### src/rtl/cram_pkg.sv
// rtl/cram_pkg.sv - shared types and widths for the color RAM write scheduler
package cram_pkg;

  localparam int CRAM_ADDR_W = 5;
  localparam int CRAM_DATA_W = 9;
  localparam int CRAM_ENTRY_W = CRAM_ADDR_W + CRAM_DATA_W;

  typedef struct packed {
    logic [CRAM_ADDR_W-1:0] addr;
    logic [CRAM_DATA_W-1:0] data;
  } cram_entry_t;

  typedef enum logic [1:0] {
    IDLE  = 2'd0,
    WAIT  = 2'd1,
    DRAIN = 2'd2
  } cram_state_e;

endpackage

### src/rtl/cram_wr_fifo.sv
// rtl/cram_wr_fifo.sv - pending CPU write FIFO with tail compare and in-place tail overwrite
module cram_wr_fifo
  import cram_pkg::*;
#(
  parameter int DEPTH = 4
) (
  input  logic                          clk,
  input  logic                          reset,
  input  logic                          push_i,
  input  logic                          pop_i,
  input  logic [CRAM_ENTRY_W-1:0]       push_entry_i,
  input  logic                          ovw_i,
  input  logic [CRAM_DATA_W-1:0]        ovw_data_i,
  output logic [CRAM_ENTRY_W-1:0]       head_o,
  output logic [CRAM_ADDR_W-1:0]        tail_addr_o,
  output logic                          full_o,
  output logic                          empty_o,
  output logic [$clog2(DEPTH):0]        count_o
);

  localparam int PW = $clog2(DEPTH);
  localparam int CW = PW + 1;

  cram_entry_t       mem_q [DEPTH];
  logic [PW-1:0]     wr_ptr_q, wr_ptr_d;
  logic [PW-1:0]     rd_ptr_q, rd_ptr_d;
  logic [CW-1:0]     count_q, count_d;
  logic [PW-1:0]     tail_ptr;

  assign tail_ptr    = wr_ptr_q - PW'(1);
  assign head_o      = mem_q[rd_ptr_q];
  assign tail_addr_o = mem_q[tail_ptr].addr;
  assign full_o      = (count_q == CW'(DEPTH));
  assign empty_o     = (count_q == '0);
  assign count_o     = count_q;

  always_comb begin
    wr_ptr_d = push_i ? wr_ptr_q + PW'(1) : wr_ptr_q;
    rd_ptr_d = pop_i  ? rd_ptr_q + PW'(1) : rd_ptr_q;
    count_d  = count_q;
    case ({push_i, pop_i})
      2'b10:   count_d = count_q + CW'(1);
      2'b01:   count_d = count_q - CW'(1);
      default: count_d = count_q;
    endcase
  end

  always_ff @(posedge clk or posedge reset) begin
    if (reset) begin
      wr_ptr_q <= '0;
      rd_ptr_q <= '0;
      count_q  <= '0;
    end else begin
      wr_ptr_q <= wr_ptr_d;
      rd_ptr_q <= rd_ptr_d;
      count_q  <= count_d;
    end
  end

  // Storage needs no reset: the count alone decides which slots are live.
  always_ff @(posedge clk) begin
    if (push_i) begin
      mem_q[wr_ptr_q] <= cram_entry_t'(push_entry_i);
    end else if (ovw_i) begin
      mem_q[tail_ptr].data <= ovw_data_i;
    end
  end

endmodule

### src/rtl/cram_write_scheduler.sv
// rtl/cram_write_scheduler.sv - defers CPU color RAM writes to blanking; CRAM_COALESCE_EN merges same-address tail writes
module cram_write_scheduler
  import cram_pkg::*;
#(
  parameter int DEPTH = 4
) (
  input  logic       clk,
  input  logic       reset,
  input  logic       ce5,
  input  logic       cpu_wr,
  input  logic [5:0] cpu_ba,
  input  logic [7:0] cpu_bd,
  input  logic       hblank,
  input  logic       vblank,
  input  logic [4:0] pix_addr,
  output logic       ram_we,
  output logic [4:0] ram_addr,
  output logic [8:0] ram_din,
  output logic       fifo_full,
  output logic       overflow
);

  localparam int CW = $clog2(DEPTH) + 1;

  cram_state_e               state_q, state_d;
  logic                      ram_we_q;
  logic [CRAM_ADDR_W-1:0]    wr_addr_q;
  logic [CRAM_DATA_W-1:0]    wr_data_q;
  logic                      overflow_q;

  logic                      blank;
  logic                      pop, push, coalesce, drop;
  logic                      fifo_empty, fifo_full_w;
  logic [CW-1:0]             fifo_count;
  logic [CRAM_ENTRY_W-1:0]   head_w;
  cram_entry_t               head;
  logic [CRAM_ADDR_W-1:0]    tail_addr;
  logic [CRAM_DATA_W-1:0]    cpu_data;

  assign blank    = hblank | vblank;
  assign cpu_data = {cpu_ba[5], cpu_bd};
  assign head     = cram_entry_t'(head_w);
  assign pop      = (state_q == DRAIN) & ce5 & blank & ~fifo_empty;

`ifdef CRAM_COALESCE_EN
  // A tail that leaves this clk cannot be merged into; the write becomes a fresh entry.
  assign coalesce = cpu_wr & ~fifo_empty & (tail_addr == cpu_ba[4:0])
                  & ~(pop & (fifo_count == CW'(1)));
`else
  logic unused_tail;
  assign unused_tail = ^{tail_addr, fifo_count};
  assign coalesce    = 1'b0;
`endif

  assign push = cpu_wr & ~coalesce & (~fifo_full_w | pop);
  assign drop = cpu_wr & ~coalesce & fifo_full_w & ~pop;

  cram_wr_fifo #(.DEPTH(DEPTH)) u_fifo (
    .clk          (clk),
    .reset        (reset),
    .push_i       (push),
    .pop_i        (pop),
    .push_entry_i ({cpu_ba[4:0], cpu_data}),
    .ovw_i        (coalesce),
    .ovw_data_i   (cpu_data),
    .head_o       (head_w),
    .tail_addr_o  (tail_addr),
    .full_o       (fifo_full_w),
    .empty_o      (fifo_empty),
    .count_o      (fifo_count)
  );

  // Blank transitions only count on pixel-enable clks.
  always_comb begin
    state_d = state_q;
    case (state_q)
      IDLE:    if (!fifo_empty) state_d = WAIT;
      WAIT:    if (ce5 && blank) state_d = DRAIN;
      DRAIN: begin
        if (fifo_empty)         state_d = IDLE;
        else if (ce5 && !blank) state_d = WAIT;
      end
      default: state_d = IDLE;
    endcase
  end

  always_ff @(posedge clk or posedge reset) begin
    if (reset) begin
      state_q    <= IDLE;
      ram_we_q   <= 1'b0;
      wr_addr_q  <= '0;
      wr_data_q  <= '0;
      overflow_q <= 1'b0;
    end else begin
      state_q    <= state_d;
      ram_we_q   <= pop;
      overflow_q <= overflow_q | drop;
      if (pop) begin
        wr_addr_q <= head.addr;
        wr_data_q <= head.data;
      end
    end
  end

  assign ram_we    = ram_we_q;
  assign ram_addr  = ram_we_q ? wr_addr_q : pix_addr;
  assign ram_din   = wr_data_q;
  assign fifo_full = fifo_full_w;
  assign overflow  = overflow_q;

endmodule

### config.mk
export PLATFORM = sky130hd
export DESIGN_NAME = cram_write_scheduler
export DESIGN_NICKNAME = d
export VERILOG_FILES = /design/src/rtl/cram_pkg.sv /design/src/rtl/cram_wr_fifo.sv /design/src/rtl/cram_write_scheduler.sv
export SDC_FILE = /design/constraint.sdc
export NUM_CORES = 1
export LEC_CHECK = 0
export BUFFER_PORTS_ARGS = -buffer_cell sky130_fd_sc_hd__buf_2
export CORE_ASPECT_RATIO = 1.1
export CORE_UTILIZATION = 55
export CTS_BUF_LIST = sky130_fd_sc_hd__clkbuf_4 sky130_fd_sc_hd__clkbuf_8
export DETAILED_ROUTE_END_ITERATION = 6
export GPL_ROUTABILITY_DRIVEN = 0
export PLACE_DENSITY = 0.84
export SLEW_MARGIN = 20
export SYNTH_ARGS = -nofsm -noshare
export SYNTH_HDL_FRONTEND = slang
export SYNTH_SLANG_ARGS = --single-unit
### constraint.sdc
create_clock -name clk -period 2.2 [get_ports clk]
set_input_delay 0.11 -clock clk [delete_from_list [all_inputs] [get_ports clk]]
set_output_delay 0.11 -clock clk [all_outputs]
set_load 0.01 [all_outputs]
==> out/results.ini <==
[critical_path]
critical_path_arrival_ns = 2.24
critPathMaxStageDelay_ns = 0.41
timing.rr.end = u_fifo.count_o[2]
r2r-start = state_q[1]
startpoint_type = flip-flop
reg2reg_slack_ns = 0.16
crit_required_ns = 2.41
r2r_cells = 8
slowest_stage = dfrtp_1
path_class = flip-flop to flip-flop
cp_cell_sequence = o211ai_2 -> nor2_4 -> nand2_1 -> fa_1 -> nor2b_1 -> o21ai_0 -> o311ai_0 -> o211ai_1
endpoint_kind = flip-flop
worstPathMaxFanout = 6

[sta]
min_period_ns = 2.036
rsz0062_at_grt = false
fin_crit_sh_pct = 92.53
layout_setup_ws_ns = 0.1643
slew_viol_final = 0
tightest_slew_ns = 0.4169
max_freq_mhz = 491.2
fin_skew_ns = 0.007721
setup_violations = 0
setup_tns_ns = 0
finalHoldViolCount = 0
slew_headroom_pct = 72.13

[clocking]
cts_tree = built
path_clk_slew_ns = 0.08
htreeDepth = 3
cts_buffers = 9
max-clock-path-buffers = 2
cts.sinks = 81
worstSkewPairLatency_ns = 0.34
root_buffer = clkbuf_8

[place]
io_buffer_count = 41
hpwl_um = 3794
preCtsSetupSlack_ns = 0.1556

[pwr]
vdd_drop_max_v = 0.0009188
total_leakage_power_nw = 1.589
power_density_nw_per_um2 = 1230

[yosys]
yosys.area_share.simple_pct = 4.148
ys.flop_type = edfxtp_1
synth_seq_area_share_pct = 68.91
ys_ff_latch = 81
synth_cell_type_count = 36
muxShareOfSynthArea_pct = 17.15
synth_edf_count = 56
synth-adder-area-share_pct = 2.093
netlist_instances = 184
synth.net_count = 214
async_flop_share_pct = 30.86
synth_area_um2 = 3348
synth_compound_area_share_pct = 3.401
yosysWarnings = 0
synth_top_family_by_area = multiplexers
synth-xor-area-share_pct = 1.532
avgSynthCellArea_um2 = 18.20

[detailed_routing]
viasPerCell = 5.268
routed_wl_um = 5621
drtPass1Iterations = 4
post_drt_wl_per_cell_um = 16.58
antenna_left = 0
via_count = 1786
drc = 0
first_iter_violations = 126

[cells_and_area]
nFillCells = 376
diodes = 0
multiInputGateArea_um2 = 953.4
fin_nets = 287
final_layout_size_suffix_gt1_share_pct = 42.75
seqCellArea_um2 = 2307
areaGrowthSynthToFinish_pct = 21.94
layout_common_cells = 56 x edfxtp_1, 41 x buf_2, 25 x dfrtp_1
final_common_cell = edfxtp_1

[grt]
grt_pass1_wl_um = 8983
antenna_found_initial = 0
track_usage_pct = 19.70
grt_max_degree = 26
grt_pass1_vias = 1869
gr-total-overflow = 0

[run]
drv_cap = 0

[floorplan]
die_w_um = 76.39
start_util_pct = 57.67
die_height_um = 83.83
die-area_um2 = 6404
io_pins = 42
rows = 29
coreArea_um2 = 5806

[status]
status = finished, final reports clean

[worst_hold_path]
holdPathEnd = state_q[0]
min-delay-start = ce5
min_path_cells = 3
hold_class = input port to flip-flop

## logic make-up (layout without fill, tap and decap cells)
kind of cell / count (synthesis) / after routing
flops: 81 / 81
compound gates: 15 / 15
fa+ha+maj: 5 / 5
simple gates: 26 / 26
mux: 35 / 35
xor+xnor: 5 / 5
buf+inv: 17 / 95
## cells in the mapped netlist (4+ instances only)
cell type / count / area share (%)
edfxtp_1: 56 / 50
dfrtp_1: 25 / 19
mux2_2: 15 / 5.0
mux4_2: 14 / 9.4
inv_1: 11 / 1.2
nor2_1: 10 / 1.1
mux2_4: 6 / 2.7
nand2_1: 6 / 0.67
ha_1: 4 / 1.5
o21ai_0: 4 / 0.60
## flip-flops by register name, summed over array words and instances (netlist names)
| signal | flops |
|---|---|
| overflow | 1 |
| u_fifo.rd_ptr_q | 2 |
| ram_din | 9 |
| ram_we | 1 |
| state_q | 2 |
| u_fifo.wr_ptr_q | 2 |
| wr_addr_q | 5 |
| u_fifo.count_o | 3 |
| u_fifo.mem_q | 56 |
## power by group
| part | switching, mW | leakage (nW) | internal (mW) |
|---|---|---|---|
| clock | 0.499 | 0.109 | 0.646 |
| sequential | 0.298 | 0.816 | 2.07 |
| combinational | 0.672 | 0.664 | 0.837 |
## how the worst max path moves through the flow
stage	from	endpoint	slack, ns	cells past startpoint
final	state_q[1]	u_fifo.count_o[2]	0.16	8
after global routing	state_q[1]	u_fifo.count_o[2]	0.02	8
after CTS	state_q[1]	u_fifo.count_o[2]	0.14	8
after detailed placement	state_q[1]	u_fifo.count_o[2]	0.16	8
after global placement	state_q[1]	u_fifo.count_o[2]	0.30	8
after floorplan	state_q[0]	u_fifo.mem_q[0][0]	0.27	4
## repair_timing
action / CTS / global route
hold buffers: 15 / 0
endpoints found under the setup margin: 0 / 2
endpoints found under the hold margin: 81 / 0
gates resized for setup: 0 / 1
buffers inserted: 0 / 0
## cell type report
class | count | share of cell area (%)
Clock buffer | 10 | 3.218
Clock inverter | 6 | 2.023
Inverter | 11 | 1.011
Multi-Input combinational cell | 86 | 23.35
Sequential cell | 81 | 56.51
Tap cell | 77 | 2.360
Timing Repair Buffer | 68 | 11.52
## per-layer routing
layer,global-route usage [%],vias up,wire (um)
li1,-,839,-
met1,22.53,899,2282
met2,33.91,46,3079
met3,5.355,2,230
met4,10.14,0,29
met5,0,-,0
## critical path: cells and delay by family, from the launching register on
| kind | cells | cell delay, ns |
|---|---|---|
| DFF | 1 | 0.41 |
| and+or+nand+nor | 3 | 0.46 |
| adders and majority gates | 1 | 0.40 |
| AOI/OAI and AO/OA | 4 | 0.63 |
## per-stage QoR
step	area, um^2	hold WS (ns)	utilization [%]	cells	power, mW
floorplan	3348	0.1373	-	184	3.399
global placement	3714	0.1820	63.97	308	3.807
detailed placement	3714	0.1947	63.97	308	3.906
CTS	4078	0.05775	70.24	339	5.072
global route	4083	0.06724	70.32	339	5.299
finish	4083	0.08040	70.32	339	5.022
Power figures use the tool's default switching activity.
